## src/rtl/pc_sequencer.sv

```systemverilog
// Program counter owner and next-PC sequencer for the fetch stage.
// Optional MIPS delay-slot behaviour is enabled with `define BRANCH_DELAY_SLOT_EN.
module pc_sequencer #(
  parameter int unsigned           N_BITS   = 32,
  parameter logic [N_BITS-1:0]     RESET_PC = 32'h0040_0000
) (
  input  logic              clk,
  input  logic              reset,
  input  logic              instr_valid_i,
  input  logic              stall_i,
  input  logic              branch_taken_i,
  input  logic              jump_i,
  input  logic              jr_i,
  input  logic [15:0]       imm_i,
  input  logic [25:0]       jaddr_i,
  input  logic [N_BITS-1:0] rs_i,
  output logic [N_BITS-1:0] pc_o,
  output logic [N_BITS-1:0] pc_plus4_o,
  output logic              redirect_o,
  output logic              misalign_o,
  output logic              busy_o
);

`ifdef BRANCH_DELAY_SLOT_EN
  typedef enum logic {RUN = 1'b0, DELAY = 1'b1} state_t;
`else
  typedef enum logic {RUN = 1'b0} state_t;
`endif

  state_t            state_q, state_d;
  logic [N_BITS-1:0] pc_q, pc_d;
  logic              redirect_q, redirect_d;
  logic              misalign_q, misalign_d;
  logic [N_BITS-1:0] branch_target;
  logic [N_BITS-1:0] jump_target;
  logic [N_BITS-1:0] jr_target;
  logic [N_BITS-1:0] target;
  logic              adv;
  logic              redirect_req;
  logic              jr_misalign;

`ifdef BRANCH_DELAY_SLOT_EN
  logic [N_BITS-1:0] pending_q, pending_d;
`endif

  assign adv          = instr_valid_i & ~stall_i;
  assign pc_plus4_o   = pc_q + N_BITS'(4);
  assign branch_target = pc_plus4_o + {{(N_BITS-18){imm_i[15]}}, imm_i, 2'b00};
  assign jump_target  = {pc_plus4_o[N_BITS-1:28], jaddr_i, 2'b00};
  assign jr_target    = {rs_i[N_BITS-1:2], 2'b00};
  assign redirect_req = jr_i | jump_i | branch_taken_i;
  assign jr_misalign  = jr_i & (rs_i[1:0] != 2'b00);

  always_comb begin
    target = pc_plus4_o;
    if (jr_i)                target = jr_target;
    else if (jump_i)         target = jump_target;
    else if (branch_taken_i) target = branch_target;
  end

  always_comb begin
    state_d    = state_q;
    pc_d       = pc_q;
    redirect_d = 1'b0;
    misalign_d = 1'b0;
`ifdef BRANCH_DELAY_SLOT_EN
    pending_d  = pending_q;
`endif
    if (adv) begin
      case (state_q)
        RUN: begin
          if (redirect_req) begin
`ifdef BRANCH_DELAY_SLOT_EN
            // Delay slot executes first; the target waits in pending.
            pc_d       = pc_plus4_o;
            pending_d  = target;
            misalign_d = jr_misalign;
            state_d    = DELAY;
`else
            pc_d       = target;
            redirect_d = 1'b1;
            misalign_d = jr_misalign;
`endif
          end else begin
            pc_d = pc_plus4_o;
          end
        end
`ifdef BRANCH_DELAY_SLOT_EN
        DELAY: begin
          pc_d       = pending_q;
          redirect_d = 1'b1;
          state_d    = RUN;
        end
`endif
        default: state_d = RUN;
      endcase
    end
  end

  always_ff @(posedge clk) begin
    if (reset) begin
      state_q    <= RUN;
      pc_q       <= RESET_PC;
      redirect_q <= 1'b0;
      misalign_q <= 1'b0;
    end else begin
      state_q    <= state_d;
      pc_q       <= pc_d;
      redirect_q <= redirect_d;
      misalign_q <= misalign_d;
    end
  end

`ifdef BRANCH_DELAY_SLOT_EN
  always_ff @(posedge clk) begin
    if (reset) pending_q <= '0;
    else       pending_q <= pending_d;
  end
  assign busy_o = (state_q == DELAY);
`else
  assign busy_o = 1'b0;
`endif

  assign pc_o       = pc_q;
  assign redirect_o = redirect_q;
  assign misalign_o = misalign_q;

endmodule

```

## config.mk

```make
export PLATFORM = sky130hd
export DESIGN_NAME = pc_sequencer
export DESIGN_NICKNAME = d
export VERILOG_FILES = /design/src/rtl/pc_sequencer.sv
export SDC_FILE = /design/constraint.sdc
export NUM_CORES = 1
export LEC_CHECK = 0
export ABC_AREA = 1
export BUFFER_PORTS_ARGS = -buffer_cell sky130_fd_sc_hd__clkbuf_2
export CAP_MARGIN = 5
export CORE_MARGIN = 2
export CORE_UTILIZATION = 54
export CTS_BUF_LIST = sky130_fd_sc_hd__clkbuf_4 sky130_fd_sc_hd__clkbuf_8
export DETAILED_ROUTE_END_ITERATION = 10
export PLACE_DENSITY = 0.87
export SYNTH_ARGS = -nofsm -noshare
export SYNTH_HDL_FRONTEND = slang
export SYNTH_SLANG_ARGS = --single-unit
```

## constraint.sdc

```tcl
create_clock -name clk -period 4.3 [get_ports clk]
set_clock_uncertainty 0.2 [all_clocks]
set_input_delay 0.86 -clock clk [delete_from_list [all_inputs] [get_ports clk]]
set_output_delay 0.86 -clock clk [all_outputs]
set_load 0.01 [all_outputs]
```

==> metrics.cfg <==
[drt]
avgViaCountPerCell = 5.780
ant_nets = 0
wl_met2_um = 8190
vias = 6445
highest_layer = met4
drtIter0Drc = 596
wl_um = 18970
post_drt_wl_per_cell_um = 17.01
routed-wl-met3_um = 2096
drc = 0
drtPass1Iterations = 6
drt-met1-wl_um = 7557

[cells_and_area]
insertedDiodeCount = 0
syn2layout_area_growth_pct = 18.75
nets = 1124
fillerInstances = 888
drive_above_1_share = 0.1917
stdcell_area_sq_um = 5776

[grt]
grt_pass1_wl_um = 29840
grt_pass1_vias = 5891
antenna_found_initial = 0
overflow = 0
grt_max_degree = 36
gr-usage-all-layers = 0.3823

[power]
power_w = 0.001226
power_frac_comb = 0.451
p_int_w = 0.0007139
p_per_area_nw_per_um2 = 212.2
swShare = 0.4175
power.switching_w = 0.0005117
irDropWorstVdd_mv = 0.1686
p_leak_nw = 3.204
seqPwrFrac = 0.283
power_frac_clock = 0.266

[yosys]
ys_types = 46
syn_inst = 871
syn_area_sq_um = 4863
synth_top_area_share = 0.1868
synthTopCellsByArea = nand2_1, dfxtp_1, ha_1
synth-async-reset-ratio = 0
ys_seq_area_frac = 0.1317
yosysMostFrequentCell = nand2_1
synth-main-ff-cell = dfxtp_1
yosys-top-cells-count = nand2_1, inv_1, nor2_1
yosysTopAreaCell = nand2_1
avgSynthCellArea_sq_um = 5.584
synth_seq_cells = 32
synth_edf_count = 0
ys_warn_count = 0

[timing]
whs_ns = 0.3347
worst_pin_slew_ns = 0.6588
finalSetupTns_ns = 0
setup_viol = 0
fin_crit_sh = 0.9053
timing.final.ws_setup_ns = 0.4072
hold_viol = 0
layout_min_cycle_time_ns = 3.893
slew_viol_final = 0
relSlewSlack = 0.5603
rsz0062_at_grt = no
fmaxAchievable_mhz = 256.9

[clock_network]
cts_sinks = 32
clkTransAtPathRegs_ns = 0.07
numCtsBuffers = 5
cts_htree_levels = 2
cts_hold_buf = 0
root_buffer = clkbuf_8
clockBufferDepth = 2
clock_latency_ns = 0.30
cts_tree = built
post_cts_buffers = 0
cts-resized-gates = 0

[placed_design]
io_buffers = 142
pre_cts_ws_ns = 0.5707
hpwl_um = 15120
placed_area_sq_um = 5649
gp_congestion = 1.015

[run_status]
outcome = finished clean

[floorplanning]
die_h_um = 98.90
initial_utilization = 0.5577
die-width_um = 98.90
die_area_sq_um = 9781
coreArea_sq_um = 8721
rows = 34
io_pins = 148

[critical_path]
critPathLaunchType = flip-flop
critPathKind = reg2reg
crit_path_start = pc_o[2]
worstPathArrival_ns = 3.93
worstSetupEndpointType = flip-flop
r2r-start = pc_o[2]
path_max_fanout = 5
required_ns = 4.33

[min_path]
hp-start = pc_o[12]
hold_path.class = reg2reg

[job]
maxCapViolations = 0

[routing by layer]
layer | vias to the layer above | GRT usage
li1 | 3095 | -
met1 | 2804 | 0.4998
met2 | 467 | 0.6242
met3 | 79 | 0.05674
met4 | 0 | 0.1686
met5 | - | 0
[flip-flops by register name (all words and copies together) (netlist names)]
| register | count |
|---|---|
| misalign_o | 1 |
| redirect_o | 1 |
| pc_o | 30 |
[cell families after synthesis]
family | Yosys count | share of synthesized area
other | 1 | 0.0007711
AND/OR/NAND/NOR | 439 | 0.3882
XOR/XNOR | 26 | 0.04837
buffers and inverters | 149 | 0.1225
AO/OA/AOI/OAI | 187 | 0.2117
flip-flops | 32 | 0.1317
adder cells (fa/ha/maj) | 37 | 0.09673
[critical path: stages (launching register included)]
cell	delay [ns]
dfxtp_1	0.38
ha_1	0.24
nand3_2	0.15
nor2_2	0.13
nand2_2	0.09
nor2_4	0.17
nand2_4	0.08
nor2_4	0.13
nand2_2	0.06
nor2_2	0.10
xor2_1	0.25
inv_1	0.10
ha_1	0.37
nand2_1	0.16
inv_1	0.10
nand3_1	0.15
nor3_1	0.29
nand4_1	0.18
nand3_1	0.14
nand2_1	0.05
nand3_1	0.09
nand2_1	0.08
a21oi_2	0.13
[metrics by stage]
step                      cells    util
after floorplan             875       -
after global placement     1107  0.6478
after detailed placement   1107  0.6478
after CTS                  1115  0.6623
after global routing       1115  0.6623
final                      1115  0.6623
[power by group through the flow]
stage | Sequential (W) | Combinational (W) | Clock [W]
after detailed placement | 0.000352 | 0.000533 | 0
final | 0.000347 | 0.000553 | 0.000326
after floorplan | 0.000353 | 0.000341 | 0
after global routing | 0.000349 | 0.000606 | 0.000336
after global placement | 0.000351 | 0.000530 | 0
after CTS | 0.000346 | 0.000537 | 0.000325
[path summary, 6_finish.rpt]
kind	endpoint	slack, ns	cells past startpoint
max	pc_o[26]	0.41	22
max reg2reg	pc_o[26]	0.41	22
min reg2reg	pc_o[12]	0.33	2
min	pc_o[12]	0.33	2
[layout by cell type, fill, tap and decap left out, drive strengths merged, types with 11 or more instances in the layout]
| master | count |
|---|---|
| inv | 123 |
| nand2 | 247 |
| o21ai | 67 |
| nor3 | 15 |
| nor2 | 107 |
| nand4 | 15 |
| a21oi | 88 |
| xor2 | 15 |
| clkbuf | 149 |
| nand3 | 44 |
| xnor2 | 11 |
| dfxtp | 32 |
| ha | 36 |
[cell type report]
class	count	area, sq um	area share
repair buffers	149	763.2	0.1321
clock inverters	1	30.03	0.005199
clock buffers	7	96.34	0.01668
well taps	108	135.1	0.02340
flip-flops and latches	32	640.6	0.1109
multi-input cells	694	3645	0.6311
inverters	124	465.4	0.08059
Note: power is estimated with default switching activity, not from simulation.
